### config.mk
export PLATFORM = sky130hd
export DESIGN_NAME = uart_tx_frame_sender_flat
export DESIGN_NICKNAME = d
export VERILOG_FILES = /design/src/rtl/uart_tx_frame_sender_if.sv /design/src/rtl/uart_tx_frame_sender.sv /design/src/flat_wrapper.sv
export SDC_FILE = /design/constraint.sdc
export NUM_CORES = 1
export LEC_CHECK = 0
export CORE_MARGIN = 3
export CORE_UTILIZATION = 60
export CTS_CLUSTER_SIZE = 20
export DETAILED_ROUTE_END_ITERATION = 8
export GPL_TIMING_DRIVEN = 0
export PLACE_DENSITY = 0.78
export SYNTH_ARGS = -nofsm -noshare
export SYNTH_HDL_FRONTEND = slang
export SYNTH_SLANG_ARGS = --single-unit
export TNS_END_PERCENT = 1
### constraint.sdc
create_clock -name clk -period 9 [get_ports clk]
set_input_delay 1.8 -clock clk [delete_from_list [all_inputs] [get_ports clk]]
set_output_delay 1.8 -clock clk [all_outputs]
set_load 0.03 [all_outputs]
### src/rtl/uart_tx_frame_sender_if.sv
// Pixel valid/ready handshake between the image pipeline
// and the UART frame sender.
interface uart_tx_frame_sender_if #(
   parameter int DATA_WIDTH = 8
);
   logic [3*DATA_WIDTH-1:0] rgb_data;
   logic                    pixel_valid;
   logic                    pixel_ready;

   modport master (
      output rgb_data,
      output pixel_valid,
      input  pixel_ready
   );

   modport slave (
      input  rgb_data,
      input  pixel_valid,
      output pixel_ready
   );
endinterface

### src/rtl/uart_tx_frame_sender.sv
// RGB pixel -> 3 UART bytes (R,G,B) through a tagged FIFO.
// Define UART_TX_PARITY_EN for 8E1 frames (default 8N1).
module uart_tx_frame_sender #(
   parameter int DATA_WIDTH      = 8,
   parameter int FIFO_ADDR_WIDTH = 5,
   parameter int CLK_FREQ        = 100_000_000,
   parameter int BAUD_RATE       = 115200,
   parameter int BAUD_DIV        = CLK_FREQ / BAUD_RATE,
   parameter int IMG_WIDTH       = 80,
   parameter int IMG_HEIGHT      = 120,
   parameter int TOTAL_PIXELS    = IMG_WIDTH * IMG_HEIGHT,
   parameter int PIXEL_CNT_WIDTH = $clog2(TOTAL_PIXELS)
) (
   input  logic                       clk,
   input  logic                       reset,
   uart_tx_frame_sender_if.slave      pix,
   output logic                       tx,
   output logic                       tx_busy,
   output logic                       tx_done,
   output logic [PIXEL_CNT_WIDTH-1:0] pixel_cnt,
   output logic                       frame_done
);
   localparam int DEPTH = 2 ** FIFO_ADDR_WIDTH;
   localparam int CW = FIFO_ADDR_WIDTH + 1;
   localparam int BW = $clog2(BAUD_DIV);
   localparam int IW = (DATA_WIDTH > 1) ? $clog2(DATA_WIDTH) : 1;
   localparam logic [CW-1:0] FULL_CNT = CW'(DEPTH);
   localparam logic [BW-1:0] BAUD_LAST = BW'(BAUD_DIV - 1);
   localparam logic [IW-1:0] BIT_LAST = IW'(DATA_WIDTH - 1);
   localparam logic [PIXEL_CNT_WIDTH-1:0] CNT_LAST =
      PIXEL_CNT_WIDTH'(TOTAL_PIXELS - 1);

   typedef enum logic [1:0] {
      D_IDLE, D_PUSH_R, D_PUSH_G, D_PUSH_B
   } dis_t;

   typedef enum logic [2:0] {
      S_IDLE, S_START, S_DATA,
`ifdef UART_TX_PARITY_EN
      S_PARITY,
`endif
      S_STOP
   } ser_t;

`ifdef UART_TX_PARITY_EN
   localparam ser_t AFTER_DATA = S_PARITY;
`else
   localparam ser_t AFTER_DATA = S_STOP;
`endif

   dis_t dis_q, dis_d;
   ser_t ser_q, ser_d;

   logic [3*DATA_WIDTH-1:0] pixel_q;
   logic                    last_q;
   logic                    accept;

   logic                     fifo_wr, fifo_rd;
   logic                     fifo_full, fifo_empty;
   logic [DATA_WIDTH:0]      fifo_din, fifo_dout;
   logic [DATA_WIDTH:0]      mem [DEPTH];
   logic [FIFO_ADDR_WIDTH-1:0] wr_ptr, rd_ptr;
   logic [CW-1:0]            count;

   logic [BW-1:0]         baud_q;
   logic [IW-1:0]         bit_q;
   logic [DATA_WIDTH-1:0] shift_q;
   logic                  tag_q;
   logic                  tick;
   logic                  line_d;
`ifdef UART_TX_PARITY_EN
   logic                  par_q;
`endif

   assign pix.pixel_ready = (dis_q == D_IDLE);
   assign accept = pix.pixel_valid && pix.pixel_ready;

   always_ff @(posedge clk or negedge reset) begin
      if (!reset) begin
         dis_q     <= D_IDLE;
         pixel_q   <= '0;
         last_q    <= 1'b0;
         pixel_cnt <= '0;
      end else begin
         dis_q <= dis_d;
         if (accept) begin
            pixel_q   <= pix.rgb_data;
            last_q    <= (pixel_cnt == CNT_LAST);
            pixel_cnt <= (pixel_cnt == CNT_LAST) ?
                         '0 : pixel_cnt + 1'b1;
         end
      end
   end

   // Each push stage holds while the FIFO is full.
   always_comb begin
      dis_d    = dis_q;
      fifo_wr  = 1'b0;
      fifo_din = '0;
      unique case (dis_q)
         D_IDLE: begin
            if (accept) dis_d = D_PUSH_R;
         end
         D_PUSH_R: begin
            fifo_din = {1'b0, pixel_q[3*DATA_WIDTH-1 -: DATA_WIDTH]};
            fifo_wr  = !fifo_full;
            if (!fifo_full) dis_d = D_PUSH_G;
         end
         D_PUSH_G: begin
            fifo_din = {1'b0, pixel_q[2*DATA_WIDTH-1 -: DATA_WIDTH]};
            fifo_wr  = !fifo_full;
            if (!fifo_full) dis_d = D_PUSH_B;
         end
         D_PUSH_B: begin
            fifo_din = {last_q, pixel_q[DATA_WIDTH-1:0]};
            fifo_wr  = !fifo_full;
            if (!fifo_full) dis_d = D_IDLE;
         end
      endcase
   end

   assign fifo_full  = (count == FULL_CNT);
   assign fifo_empty = (count == '0);
   assign fifo_dout  = mem[rd_ptr];

   always_ff @(posedge clk or negedge reset) begin
      if (!reset) begin
         wr_ptr <= '0;
         rd_ptr <= '0;
         count  <= '0;
      end else begin
         if (fifo_wr) wr_ptr <= wr_ptr + 1'b1;
         if (fifo_rd) rd_ptr <= rd_ptr + 1'b1;
         unique case ({fifo_wr, fifo_rd})
            2'b10:   count <= count + 1'b1;
            2'b01:   count <= count - 1'b1;
            default: count <= count;
         endcase
      end
   end

   always_ff @(posedge clk) begin
      if (fifo_wr) mem[wr_ptr] <= fifo_din;
   end

   assign tick = (baud_q == BAUD_LAST);

   always_comb begin
      ser_d   = ser_q;
      fifo_rd = 1'b0;
      line_d  = 1'b1;
      unique case (ser_q)
         S_IDLE: begin
            if (!fifo_empty) begin
               fifo_rd = 1'b1;
               ser_d   = S_START;
            end
         end
         S_START: begin
            line_d = 1'b0;
            if (tick) ser_d = S_DATA;
         end
         S_DATA: begin
            line_d = shift_q[0];
            if (tick && bit_q == BIT_LAST) ser_d = AFTER_DATA;
         end
`ifdef UART_TX_PARITY_EN
         S_PARITY: begin
            line_d = par_q;
            if (tick) ser_d = S_STOP;
         end
`endif
         S_STOP: begin
            if (tick) begin
               fifo_rd = !fifo_empty;
               ser_d   = fifo_empty ? S_IDLE : S_START;
            end
         end
         default: ser_d = S_IDLE;
      endcase
   end

   // tx is registered from the current state, so the line
   // trails the serializer state by one clock.
   always_ff @(posedge clk or negedge reset) begin
      if (!reset) begin
         ser_q      <= S_IDLE;
         baud_q     <= '0;
         bit_q      <= '0;
         shift_q    <= '0;
         tag_q      <= 1'b0;
`ifdef UART_TX_PARITY_EN
         par_q      <= 1'b0;
`endif
         tx         <= 1'b1;
         tx_done    <= 1'b0;
         frame_done <= 1'b0;
      end else begin
         ser_q      <= ser_d;
         tx         <= line_d;
         tx_done    <= (ser_q == S_STOP) && tick;
         frame_done <= (ser_q == S_STOP) && tick && tag_q;
         baud_q     <= (ser_d != ser_q || tick) ?
                       '0 : baud_q + 1'b1;
         if (fifo_rd) begin
            shift_q <= fifo_dout[DATA_WIDTH-1:0];
            tag_q   <= fifo_dout[DATA_WIDTH];
`ifdef UART_TX_PARITY_EN
            par_q   <= ^fifo_dout[DATA_WIDTH-1:0];
`endif
            bit_q   <= '0;
         end else if (ser_q == S_DATA && tick) begin
            shift_q <= shift_q >> 1;
            bit_q   <= bit_q + 1'b1;
         end
      end
   end

   assign tx_busy = (dis_q != D_IDLE) || !fifo_empty ||
                    (ser_q != S_IDLE);
endmodule

### src/flat_wrapper.sv
// flat-port wrapper written by rule: the top's interface ports become plain ports
module uart_tx_frame_sender_flat 
#(
   parameter int DATA_WIDTH      = 8,
   parameter int FIFO_ADDR_WIDTH = 5,
   parameter int CLK_FREQ        = 100_000_000,
   parameter int BAUD_RATE       = 115200,
   parameter int BAUD_DIV        = CLK_FREQ / BAUD_RATE,
   parameter int IMG_WIDTH       = 80,
   parameter int IMG_HEIGHT      = 120,
   parameter int TOTAL_PIXELS    = IMG_WIDTH * IMG_HEIGHT,
   parameter int PIXEL_CNT_WIDTH = $clog2(TOTAL_PIXELS)
)
  (clk, reset, tx, tx_busy, tx_done, pixel_cnt, frame_done, pix_rgb_data, pix_pixel_valid, pix_pixel_ready);
  uart_tx_frame_sender_if #(.DATA_WIDTH(DATA_WIDTH)) pix_i ();
  input  logic clk;
  input  logic reset;
  output logic tx;
  output logic tx_busy;
  output logic tx_done;
  output logic [PIXEL_CNT_WIDTH-1:0] pixel_cnt;
  output logic frame_done;
  input wire logic [$bits(pix_i.rgb_data)-1:0] pix_rgb_data;
  input wire logic [$bits(pix_i.pixel_valid)-1:0] pix_pixel_valid;
  output wire logic [$bits(pix_i.pixel_ready)-1:0] pix_pixel_ready;
  assign pix_i.rgb_data = pix_rgb_data;
  assign pix_i.pixel_valid = pix_pixel_valid;
  assign pix_pixel_ready = pix_i.pixel_ready;
  uart_tx_frame_sender #(.DATA_WIDTH(DATA_WIDTH), .FIFO_ADDR_WIDTH(FIFO_ADDR_WIDTH), .CLK_FREQ(CLK_FREQ), .BAUD_RATE(BAUD_RATE), .BAUD_DIV(BAUD_DIV), .IMG_WIDTH(IMG_WIDTH), .IMG_HEIGHT(IMG_HEIGHT), .TOTAL_PIXELS(TOTAL_PIXELS), .PIXEL_CNT_WIDTH(PIXEL_CNT_WIDTH)) u_core (.clk(clk), .reset(reset), .pix(pix_i), .tx(tx), .tx_busy(tx_busy), .tx_done(tx_done), .pixel_cnt(pixel_cnt), .frame_done(frame_done));
endmodule
==> qor.txt <==
outcome = finished, final reports clean
CP delay by family, top = buffers and inverters
Final setup viols = 0
Hold WS = 0.482 ns
min-delay worst type = reg2reg
Worst slew margin = 22.9%
post-DP HPWL = 21000 um
Sw Pwr = 1.95 mW
Max Transition Viols Final = 0
mapped cell area = 15300 um^2
Gate power share = 32.8%
post-synth top area share = 56.6%
flop and latch count out of synthesis = 373
FFs w/ async S/R, synth = 22.8%
RSZ-0062 raised after global routing = no
Cell Chain, Critical Path = inv_1 > ha_1 > clkbuf_1 > nand4b_1 > clkdlybuf4s50_1
sequential area share after synthesis = 70.5%
Power Dens Cells = 352 nW/um^2
Max Clock Freq = 212 MHz
crit-path max cell delay = 0.71 ns
HP Start = u_core.tag_q
commonest cells in the netlist = 288 x edfxtp_1, 90 x mux4_2, 84 x dfrtp_1
CTS clk-pin slew, worst paths = 0.06 ns
clk sink count = 373
pre-CTS setup slack = 4.83 ns
Syn-to-layout area delta = 15.4%
EDFF count, synth = 288
Reg-to-Reg End = u_core.count[4]
final setup TNS = 0 ns
final wirelength = 31900 um
crit path to = tx_busy
Primary FF master, synth = edfxtp_1
Post-Syn Nets = 890
Initial Util = 62.0%
Nets = 984
Avg WL per Cell = 24.7 um
post-route setup slack = 4.29 ns
Max VDD drop = 0.000228 V
post-synth top area cell = edfxtp_1
vias in the first global route = 8124
number of distinct standard cells referenced by the synthesized netlist = 56
drt first pass iters = 5
Initial DRC Count = 1124
die area = 27400 um^2
Placer Congestion = 0.824
Power Internal = 4.26 mW
Critical Path Start = u_core.dis_q[0]
# rows = 57
Synth area leaders = edfxtp_1 57%, dfrtp_1 14%, mux4_2 13%
fin crit period = 4.71 ns
core area = 24700 um^2
crit end category = output pin
cts hold-fix bufs = 0
largest net degree at the start of global routing = 52
Finished Core Util = 71.5%
initial antenna violation count = 1
period utilization = 52.3%
gr ovfl total = 0
Worst-Skew Late Latency = 0.53 ns
Required @ worst endpoint = 7.20 ns
most common cell in the netlist = edfxtp_1
GRT Overall Usage = 23.8%
worst-path fanout max = 10
CP arrival = 2.91 ns
hold path cells = 1
P_leak = 6.09 nW
Via density = 6.28
Layout Skew = 0.0173 ns
total power = 6.20 mW
post-synthesis average cell area = 18.0 um^2
Routed Antenna Nets = 0
Port Buffer Count = 45
register-to-register setup slack = 4.98 ns
critical path depth = 5
root buf cell = clkbuf_16
path depth of the worst reg2reg path = 16
Die Y = 166 um
CTS tree = done
Setup crit start kind = register
CTS resizes = 0
Worst-Margin Slew = 1.16 ns
DRC = 0
Max H-tree Level = 2
Reg power frac = 40.7%
total CTS buffers = 38
I/O pins = 46
Clk pwr share = 26.5%
final hold vios = 0
Slowest-stage cell, CP = clkbuf_1
Die Wd = 166 um
Max Cap Viol = 0
Post-Synthesis Cells = 848
Synth Warn # = 0
FF-to-FF Start = u_core.baud_q[0]
clock buffer depth = 3
Post-CTS Setup Inserts = 0
Via Count = 8114
ANT cells = 0
first-pass GRT wire length = 49700 um
Buffers & Inverters on Critical Path = 3
Sw Share = 31.4%
Setup CP Type = reg2out
layout cells sized above 1 = 22.2%
==> cell type report <==
cell class / count / area [um^2]
inverters: 17 / 65.1
plain buffers: 43 / 218
multi-input cells: 415 / 4250
flip-flops and latches: 373 / 10800
clock inverters: 22 / 309
repair buffers: 54 / 621
fillers: 1484 / 7030
well taps: 324 / 405
clock buffers: 45 / 998
==> sequential cells by signal (all words and copies together), names as in the netlist <==
| register | flops |
|---|---|
| u_core.count | 6 |
| u_core.tag_q | 1 |
| u_core.pixel_cnt | 14 |
| u_core.shift_q | 8 |
| u_core.last_q | 1 |
| u_core.frame_done | 1 |
| u_core.ser_q | 3 |
| u_core.pixel_q | 24 |
| u_core.mem | 288 |
| u_core.wr_ptr | 5 |
| u_core.dis_q | 2 |
| u_core.tx_done | 1 |
| u_core.baud_q | 10 |
| u_core.tx | 1 |
| u_core.bit_q | 3 |
| u_core.rd_ptr | 5 |
==> per-layer routing <==
| metal | routed length [um] | up-vias | track usage (%) |
|---|---|---|---|
| li1 | - | 3523 | - |
| met4 | 688 | 2 | 6.00 |
| met3 | 2410 | 53 | 4.46 |
| met5 | 8 | - | 0 |
| met2 | 15700 | 341 | 37.7 |
| met1 | 13100 | 4195 | 35.2 |
==> worst min-delay path by stage <==
| stage | to | slack, ns |
|---|---|---|
| after floorplan | u_core.last_q | 0.44 |
| after global placement | u_core.tag_q | 0.47 |
| after detailed placement | u_core.frame_done | 0.47 |
| after CTS | u_core.frame_done | 0.48 |
| after global routing | u_core.frame_done | 0.50 |
| final | u_core.frame_done | 0.48 |
==> through the flow <==
stage | area (um^2) | std cells
finish | 17600 | 1293
global route | 17600 | 1293
detailed placement | 16300 | 1226
CTS | 17600 | 1293
floorplan | 15300 | 848
global placement | 16100 | 1217
==> cells by family after synthesis <==
logic type               count (synthesis)  synth area share, %
flip-flops                             373                 70.5
AND/OR/NAND/NOR                        179                 5.62
multiplexers                           136                 16.5
buffers and inverters                   60                 1.85
AO/OA/AOI/OAI                           52                 2.44
XOR/XNOR                                32                 1.83
adder cells (fa/ha/maj)                 15                 1.23
other                                    1               0.0245
==> cell usage in the layout, fill, tap and decap left out, drive strengths merged, types with 13 or more instances in the layout <==
| cell type | netlist | routed |
|---|---|---|
| nor2 | 73 | 73 |
| clkdlybuf4s50 | 0 | 44 |
| dfrtp | 84 | 84 |
| ha | 15 | 15 |
| edfxtp | 288 | 288 |
| o21ai | 23 | 23 |
| mux2 | 32 | 32 |
| buf | 19 | 29 |
| nand2 | 39 | 39 |
| mux4 | 90 | 90 |
| clkbuf | 24 | 69 |
| xnor2 | 19 | 19 |
| xor2 | 13 | 13 |
| mux2i | 14 | 14 |
| inv | 16 | 17 |
==> power by group through the flow <==
stage	sequential, mW	clock [mW]	combinational [mW]
finish	2.52	1.65	2.03
global route	2.55	1.74	2.18
CTS	2.52	1.67	2.04
detailed placement	2.55	0	2.01
global placement	2.56	0	1.83
floorplan	2.53	0	1.28
Note: power is estimated with default switching activity, not from simulation.
